--- src/rtl/uart_cmd_decoder_pkg.sv ---
// Shared definitions for the UART command decoder.
// Holds FSM encodings, command characters and class indices.
package uart_cmd_decoder_pkg;

    localparam int MODE_W = 5;

    localparam logic [1:0] ST_IDLE = 2'd0;
    localparam logic [1:0] ST_EXEC = 2'd1;
    localparam logic [1:0] ST_ACK  = 2'd2;

    localparam logic [7:0] CH_U  = 8'h55;
    localparam logic [7:0] CH_D  = 8'h44;
    localparam logic [7:0] CH_L  = 8'h4C;
    localparam logic [7:0] CH_R  = 8'h52;
    localparam logic [7:0] CH_S  = 8'h53;
    localparam logic [7:0] CH_M  = 8'h4D;
    localparam logic [7:0] CH_X  = 8'h58;
    localparam logic [7:0] CH_0  = 8'h30;
    localparam logic [7:0] CH_CR = 8'h0D;
    localparam logic [7:0] CH_LF = 8'h0A;

    localparam logic [7:0] ACK_DEF = 8'h4B;
    localparam logic [7:0] NAK_DEF = 8'h3F;

    // One-hot command class bit positions
    localparam int CL_U    = 0;
    localparam int CL_D    = 1;
    localparam int CL_L    = 2;
    localparam int CL_R    = 3;
    localparam int CL_SET  = 4;
    localparam int CL_MODE = 5;
    localparam int CL_CTRL = 6;
    localparam int CL_CLR  = 7;
    localparam int CL_IGN  = 8;
    localparam int CL_BAD  = 9;
    localparam int CLS_W   = 10;

endpackage

--- src/rtl/uart_cmd_decoder_classify.sv ---
// Combinational byte classifier: case-folds letters and maps a
// command byte to a one-hot class plus the mode bit index.
module uart_cmd_classify
    import uart_cmd_decoder_pkg::*;
(
    input  logic [7:0]       iByte,
    output logic [CLS_W-1:0] oCls,
    output logic [2:0]       oIdx
);

    logic [7:0] fold;

    // Fold lowercase a..z onto uppercase
    always_comb begin
        fold = iByte;
        if (iByte >= 8'h61 && iByte <= 8'h7A) begin
            fold = iByte - 8'h20;
        end
    end

    // Map the folded byte to exactly one class
    always_comb begin
        oCls = '0;
        oIdx = '0;
        case (fold)
            CH_U:  oCls[CL_U]    = 1'b1;
            CH_D:  oCls[CL_D]    = 1'b1;
            CH_L:  oCls[CL_L]    = 1'b1;
            CH_R:  oCls[CL_R]    = 1'b1;
            CH_S:  oCls[CL_SET]  = 1'b1;
            CH_M:  oCls[CL_CTRL] = 1'b1;
            CH_X:  oCls[CL_CLR]  = 1'b1;
            CH_CR, CH_LF:
                   oCls[CL_IGN]  = 1'b1;
            CH_0, CH_0 + 8'd1, CH_0 + 8'd2,
            CH_0 + 8'd3, CH_0 + 8'd4: begin
                oCls[CL_MODE] = 1'b1;
                oIdx = fold[2:0];
            end
            default: oCls[CL_BAD] = 1'b1;
        endcase
    end

endmodule

--- src/rtl/uart_cmd_decoder.sv ---
// UART command decoder: pops ASCII commands from the RX FIFO,
// drives PC-side controls and acknowledges into the TX FIFO.
module uart_cmd_decoder
    import uart_cmd_decoder_pkg::*;
#(
    parameter bit         ECHO_EN  = 1'b1,
    parameter logic [7:0] ACK_CHAR = ACK_DEF,
    parameter logic [7:0] NAK_CHAR = NAK_DEF
) (
    input  logic              iClk,
    input  logic              iRst_n,
    input  logic [7:0]        iRx_Data,
    input  logic              iRx_Empty,
    output logic              oRx_Pop,
    input  logic              iTx_Full,
    output logic [7:0]        oTx_Data,
    output logic              oTx_Push,
    output logic              oCtrl_Mode,
    output logic              oPC_Set,
    output logic [MODE_W-1:0] oPC_Mode,
    output logic              oPC_Btn_U,
    output logic              oPC_Btn_D,
    output logic              oPC_Btn_L,
    output logic              oPC_Btn_R
);

    logic [1:0]        state_q, state_d;
    logic [7:0]        byte_q;
    logic              set_q;
    logic [MODE_W-1:0] mode_q;
    logic              ctrl_q;
    logic [7:0]        tx_q;
    logic [CLS_W-1:0]  cls;
    logic [2:0]        idx;
    logic              exec;
    logic              take;

    uart_cmd_classify u_classify (
        .iByte (byte_q),
        .oCls  (cls),
        .oIdx  (idx)
    );

    assign exec = (state_q == ST_EXEC);
    // Pop is gated by reset so the strobe is silent while held in reset
    assign take = iRst_n && (state_q == ST_IDLE) && !iRx_Empty;

    // Next-state logic for IDLE -> EXEC -> (ACK) -> IDLE
    always_comb begin
        state_d = state_q;
        case (state_q)
            ST_IDLE: if (!iRx_Empty) state_d = ST_EXEC;
            ST_EXEC: begin
                if (cls[CL_IGN] || !ECHO_EN) state_d = ST_IDLE;
                else                         state_d = ST_ACK;
            end
            ST_ACK:  if (!iTx_Full) state_d = ST_IDLE;
            default: state_d = ST_IDLE;
        endcase
    end

    // State register
    always_ff @(posedge iClk or negedge iRst_n) begin
        if (!iRst_n) state_q <= ST_IDLE;
        else         state_q <= state_d;
    end

    // Latch the FIFO head byte on the pop cycle
    always_ff @(posedge iClk or negedge iRst_n) begin
        if (!iRst_n)   byte_q <= '0;
        else if (take) byte_q <= iRx_Data;
    end

    // Apply decoded command and choose the response byte
    always_ff @(posedge iClk or negedge iRst_n) begin
        if (!iRst_n) begin
            set_q  <= 1'b0;
            mode_q <= '0;
            ctrl_q <= 1'b0;
            tx_q   <= '0;
        end else if (exec) begin
            if (cls[CL_SET])  set_q  <= ~set_q;
            if (cls[CL_MODE]) mode_q <= mode_q ^ (MODE_W'(1) << idx);
            if (cls[CL_CTRL]) ctrl_q <= ~ctrl_q;
            if (cls[CL_CLR]) begin
                set_q  <= 1'b0;
                mode_q <= '0;
            end
            tx_q <= cls[CL_BAD] ? NAK_CHAR : ACK_CHAR;
        end
    end

    assign oRx_Pop    = take;
    assign oTx_Push   = (state_q == ST_ACK) && !iTx_Full;
    assign oTx_Data   = tx_q;
    assign oCtrl_Mode = ctrl_q;
    assign oPC_Set    = set_q;
    assign oPC_Mode   = mode_q;
    assign oPC_Btn_U  = exec && cls[CL_U];
    assign oPC_Btn_D  = exec && cls[CL_D];
    assign oPC_Btn_L  = exec && cls[CL_L];
    assign oPC_Btn_R  = exec && cls[CL_R];

endmodule

--- config.mk ---
export PLATFORM = sky130hd
export DESIGN_NAME = uart_cmd_decoder
export DESIGN_NICKNAME = d
export VERILOG_FILES = /design/src/rtl/uart_cmd_decoder_pkg.sv /design/src/rtl/uart_cmd_decoder_classify.sv /design/src/rtl/uart_cmd_decoder.sv
export SDC_FILE = /design/constraint.sdc
export NUM_CORES = 1
export LEC_CHECK = 0
export BUFFER_PORTS_ARGS = -buffer_cell sky130_fd_sc_hd__buf_2
export CORE_MARGIN = 2
export CORE_UTILIZATION = 52
export DETAILED_ROUTE_END_ITERATION = 10
export PLACE_DENSITY = 0.77
export SYNTH_ARGS = -nofsm -noshare
export SYNTH_HDL_FRONTEND = slang
export SYNTH_HIERARCHICAL = 1
export SYNTH_SLANG_ARGS = --single-unit
--- constraint.sdc ---
create_clock -name iClk -period 2.6 [get_ports iClk]
set_input_delay 0.26 -clock iClk [delete_from_list [all_inputs] [get_ports iClk]]
set_output_delay 0.26 -clock iClk [all_outputs]
set_load 0.03 [all_outputs]
==> impl_metrics.ini, run 1 <==
[outcome]
status = finished, final reports clean

[min_path]
min_path_type = input port to flip-flop
hold_depth = 2
hp-start = iRx_Empty
min_to = state_q[0]$_DFFE_PN0P_

[final_layout]
mostFrequentLayoutCell = buf_2
fill_cells = 213
register_area_um2 = 505.5
drive_above_1_share_pct = 39.05
final_nets = 184
multi_input_area_um2 = 728.2
final_cell_mix = 30 x buf_2, 16 x dfrtp_1, 12 x nand2_1
synthToLayoutAreaGrowth_pct = 16.65
diodes = 0

[sta]
clock_skew_ps = 8.676
fmax_ghz = 0.3988
slew_violations = 0
post-route-period-util_pct = 96.45
timing_worst_slew_pin_value_ps = 512.1
hold_viol = 0
fin_crit_ps = 2508
slew_headroom_pct = 65.38
setup_viol = 0
fin_ws_ps = 92.29

[yosys]
synthArstFlopShare_pct = 100.0
synth_largest_area_cell = dfrtp_1
netlist_top_cells_area = dfrtp_1 38%, mux2_2 6.8%, nor3b_1 4.0%
synth_top_area_share_pct = 37.63
synth_top_family_by_area = simple AND/OR/NAND/NOR gates
synth_compound_area_share_pct = 10.72
synth-seq-cells = 20
synthesis.nets = 150
synth_edf_count = 0
synth-seq-area-share_pct = 37.63
synth_cells = 137
synth.area.mux_share_pct = 7.526
synth_fa_ha_area_share_pct = 0.9407
ys.flop_type = dfrtp_1
synthSimpleGateAreaFrac_pct = 33.68
syn_area_per_cell_um2 = 9.708
ys_warn_count = 6
ys_types = 49
synth_xor_xnor_area_share_pct = 0.6585
synth_area_mm2 = 0.001330

[power_and_ir_drop]
p_sw_share_pct = 46.27
power_density_mw_per_mm2 = 976.9
internal-power_mw = 0.8144
switchingPower_mw = 0.7013
pwr-share-seq_pct = 38.4
total_power_mw = 1.516
p_leak_nw = 0.6323
peakVddDrop_mv = 0.5984
clkPwrFrac_pct = 9.7
comb_power_share_pct = 52.0

[placement]
pre_cts_slack_ps = 350.3
place_hpwl_mm = 2.027
io_buffers = 31
place_congestion = 0.8438

[grt]
grt_util_all_layers_pct = 19.89
grt_pass1_vias = 979
grt_overflow = 0
grt_max_degree = 22
grt_pass1_wl_mm = 4.291
antenna_found_initial = 0

[worst_setup_path]
crit_arrival_ps = 2250
crit_fanout = 7
start_kind = flip-flop
critPathRequiredTime_ps = 2340
r2r_cells = 8
reg2reg_to = oPC_Mode[0]$_DFFE_PN0P_
path_class = flip-flop to primary output
r2r_start = byte_q[6]$_DFFE_PN0P_
critPathCaptureType = primary output
rrSetupSlack_ps = 400

[clock_tree]
cts_tree = built
clk_path_buf_depth = 2
cts_max_level = 1
clkLatencyLatePin_ps = 290
cts_root_buffer = clkbuf_4
clkTransAtPathRegs_ps = 120
cts_buffers = 3
cts.sinks = 20

[floorplan]
die_h_um = 54.58
core_mm2 = 0.002455
dieWidth_um = 54.58
ios = 33
start_util_pct = 54.18
rows = 18
die-area_mm2 = 0.002978

[route]
dr_total_vias = 1173
first_pass_iters = 4
routedWlPerCell_um = 14.89
route.detailed.drc = 0
vias_per_cell = 5.894
drtIter0Drc = 23
ant_nets = 0
wirelength_mm = 2.963

[flow_run]
max_cap_violations = 0
==> flip-flops by register name, summed over array words and instances, names as in the netlist <==
name,flops
byte_q,8
oPC_Mode,5
oCtrl_Mode,1
oTx_Data,3
state_q,2
oPC_Set,1
==> per-stage QoR <==
stage	hold slack (ps)	instance area (µm²)	setup TNS (ps)	utilization (%)	std cells
3_3_place_gp	227.6	1458	0	59.38	190
5_1_grt	103.9	1551	-16.04	63.20	199
4_1_cts	112.1	1490	0	60.70	194
6_report	104.7	1551	0	63.20	199
2_1_floorplan	-35.59	1330	0	-	137
3_5_place_dp	244.1	1458	0	59.38	190
==> cell usage after synthesis (all sizes together) (3+ instances only) <==
cell and instances:
dfrtp 20, o21ai 4, nor4 6, nand2 12
a221o 4, nor3b 7, buf 10, nand3 4
nor2 3, and2 6, inv 7, nor3 9
mux2 8
==> how the worst max path moves through the flow <==
| stage | depth (start not counted) | end | from | slack [ps] |
|---|---|---|---|---|
| after detailed placement | 6 | oPC_Btn_L | byte_q[3]$_DFFE_PN0P_ | 350 |
| after global routing | 6 | oPC_Btn_L | byte_q[0]$_DFFE_PN0P_ | -20 |
| after floorplan | 6 | oPC_Btn_L | byte_q[0]$_DFFE_PN0P_ | 450 |
| after global placement | 6 | oPC_Btn_L | byte_q[3]$_DFFE_PN0P_ | 400 |
| after CTS | 6 | oPC_Btn_L | byte_q[3]$_DFFE_PN0P_ | 10 |
| final | 6 | oPC_Btn_L | byte_q[0]$_DFFE_PN0P_ | 90 |
==> power by group through the flow <==
| stage | clock [mW] | combinational, mW | sequential (mW) |
|---|---|---|---|
| final | 0.146 | 0.788 | 0.581 |
| after detailed placement | 0 | 0.670 | 0.586 |
| after CTS | 0.148 | 0.675 | 0.579 |
| after floorplan | 0 | 0.597 | 0.556 |
| after global placement | 0 | 0.647 | 0.575 |
| after global routing | 0.164 | 0.851 | 0.600 |
==> area by class of cell <==
type | count | share of cell area [%]
clock buffer | 3 | 1.452
inverter | 7 | 1.694
multi-input combinational | 99 | 46.94
sequential | 20 | 32.58
tap | 30 | 2.419
timing repair buffer | 40 | 14.92
==> critical path, stage by stage (launching register included) <==
cell and delay [ps]:
dfrtp_2 470, or4_4 580, a2bb2oi_2 200, and2_4 180
nor4_2 220, and2_1 170, buf_6 130
==> kinds of logic (layout without fill, tap and decap cells) <==
family | count (synthesis) | in the layout
AND/OR/NAND/NOR | 69 | 69
flip-flops | 20 | 20
AO/OA/AOI/OAI | 18 | 18
buffers and inverters | 18 | 50
multiplexers | 9 | 9
adder cells (fa/ha/maj) | 1 | 1
other | 1 | 1
XOR/XNOR | 1 | 1
==> layer usage <==
| layer | global-route usage (%) | vias up | share of wire [%] |
|---|---|---|---|
| met5 | 0 | - | 0 |
| met4 | 5.417 | 0 | 1.0 |
| met3 | 3.005 | 4 | 4.4 |
| met2 | 34.54 | 36 | 50 |
| met1 | 25.51 | 569 | 45 |
| li1 | - | 564 | - |
==> timing repair <==
action                                 in CTS  in global routing
hold buffers                                1                  0
setup endpoints to repair                   0                  2
setup buffers                               0                  5
gates resized for setup                     0                  9
endpoints found under the hold margin      20                  0
No activity file was read; power rests on OpenSTA's default activity.
==> run 2, diff against run 1 <==
--- a/config.mk
+++ b/config.mk
@@ -10,6 +10,7 @@
 export CORE_UTILIZATION = 52
 export DETAILED_ROUTE_END_ITERATION = 10
 export PLACE_DENSITY = 0.77
+export SETUP_SLACK_MARGIN = 0.5
 export SYNTH_ARGS = -nofsm -noshare
 export SYNTH_HDL_FRONTEND = slang
 export SYNTH_HIERARCHICAL = 1
==> constraint.sdc (replaced) <==
create_clock -name iClk -period 2.8 [get_ports iClk]
set_input_delay 0.28 -clock iClk [delete_from_list [all_inputs] [get_ports iClk]]
set_output_delay 0.28 -clock iClk [all_outputs]
set_load 0.03 [all_outputs]
==> run 2 against run 1 <==
Against the previous run: hold slack better by 33 ps; non-clock buffer count up 5; routed wire length up 9.5%; clock-buffer cell count unchanged; critical path depth unchanged.
==> impl_metrics.ini, run 2 (synthesis results as in run 1) <==
[outcome]
status = finished, final reports clean

[clock_tree]
cts_tree = built
cts_max_level = 1
cts.sinks = 20
clk_path_buf_depth = 2
cts_root_buffer = clkbuf_4
clkTransAtPathRegs_ps = 100
clkLatencyLatePin_ps = 290
cts_buffers = 3

[sta]
slew_violations = 0
fin_crit_ps = 2316
fin_ws_ps = 484.4
clock_skew_ps = 9.545
tns_ps = 0
slew_headroom_pct = 63.99
timing_worst_slew_pin_value_ps = 540.2
fmax_ghz = 0.4319
post-route-period-util_pct = 82.70
hold_viol = 0
setup_viol = 0
hold_slack_ps = 137.6
rsz0062_at_grt = yes

[route]
dr_total_vias = 1212
routedWlPerCell_um = 15.91
ant_nets = 0
first_pass_iters = 4
route.detailed.drc = 0
wirelength_mm = 3.245
vias_per_cell = 5.941
drtIter0Drc = 17

[min_path]
hold_depth = 2
min_path_type = input port to flip-flop

[grt]
grt_max_degree = 22
antenna_found_initial = 0
grt_overflow = 0
grt_pass1_wl_mm = 4.747
grt_pass1_vias = 1110
grt_util_all_layers_pct = 21.95

[floorplan]
dieWidth_um = 54.58
core_mm2 = 0.002455
ios = 33
start_util_pct = 54.18
die-area_mm2 = 0.002978
die_h_um = 54.58
rows = 18

[power_and_ir_drop]
power_density_mw_per_mm2 = 931.4
total_power_mw = 1.546
p_leak_nw = 0.6702
peakVddDrop_mv = 0.5667

[final_layout]
top_register = byte_q
multi_input_area_um2 = 784.5
final_area_mm2 = 0.001660
diodes = 0
final_nets = 189
synthToLayoutAreaGrowth_pct = 24.84
drive_above_1_share_pct = 45.40
final_cell_mix = 27 x buf_2, 13 x dfrtp_1, 13 x buf_4
register_area_um2 = 509.2
mostFrequentLayoutCell = buf_2
fill_cells = 204
largest_reg_flops = 8

[placement]
pre_cts_slack_ps = 530.3
place_congestion = 0.8438
place_hpwl_mm = 2.027
postPlaceCellArea_mm2 = 0.001458
io_buffers = 31

[worst_setup_path]
path_class = flip-flop to primary output
critPathRequiredTime_ps = 2520
crit_arrival_ps = 2040
crit_fanout = 3
critPathCaptureType = primary output
start_kind = flip-flop
r2r_cells = 8

[flow_run]
max_cap_violations = 0
-- run 2: cell types whose count changed in the layout (fill, tap and decap cells not counted), moves of 2 or more --
| cell | change |
|---|---|
| buf_2 | -3 |
| buf_4 | +5 |
| clkbuf_4 | +2 |
| dfrtp_1 | -3 |
| dfrtp_2 | +3 |
| nor4b_1 | -2 |
-- run 2: metrics by stage --
stage                     util [%]  instances
after global placement       59.38        190
after global routing         67.64        204
final                        67.64        204
after floorplan                  -        137
after detailed placement     59.38        190
after CTS                    64.58        201
-- run 2: what timing repair did --
item,in CTS,in global routing
cloned,0,0
hold buffers,1,0
endpoints found under the setup margin,3,7
pin swaps,3,2
resized for setup,12,12
setup buffers,7,3
hold endpoints to repair,20,0
-- run 2: path summary, 6_finish.rpt --
kind / start / endpoint / slack (ps)
max: byte_q[1]$_DFFE_PN0P_ / oPC_Btn_D / 480
min reg2reg: oCtrl_Mode$_DFFE_PN0P_ / oCtrl_Mode$_DFFE_PN0P_ / 480
max reg2reg: byte_q[1]$_DFFE_PN0P_ / oPC_Mode[4]$_DFFE_PN0P_ / 620
max in group asynchronous: iRst_n / byte_q[4]$_DFFE_PN0P_ / 2120
min: iRx_Empty / state_q[0]$_DFFE_PN0P_ / 140
min in group asynchronous: iRst_n / oPC_Set$_DFFE_PN0P_ / 420
-- run 2: layer usage --
metal	GRT usage (%)	wire (µm)	vias to the layer above
li1	-	-	576
met1	26.87	1352	588
met2	37.75	1689	42
met3	3.552	149	6
met4	9.583	54	0
met5	0	0	-
-- run 2: cell type report --
type / instances / share of cell area, %
flip-flops and latches: 20 / 30.67
inverters: 7 / 1.583
well taps: 30 / 2.261
multi-input cells: 99 / 47.25
repair buffers: 45 / 16.88
clock buffers: 3 / 1.356
-- run 2: worst max-delay path, cell delays in order (launching register included) --
cell,delay (ps)
dfrtp_2,420
or4_4,570
a2bb2oi_4,170
and2_4,160
nor3_2,150
and2_1,150
buf_6,130
-- run 2: report_power, final --
group	switching, mW	internal (mW)
combinational	0.494	0.396
clock	0.0847	0.0500
sequential	0.134	0.389
total	0.712	0.835
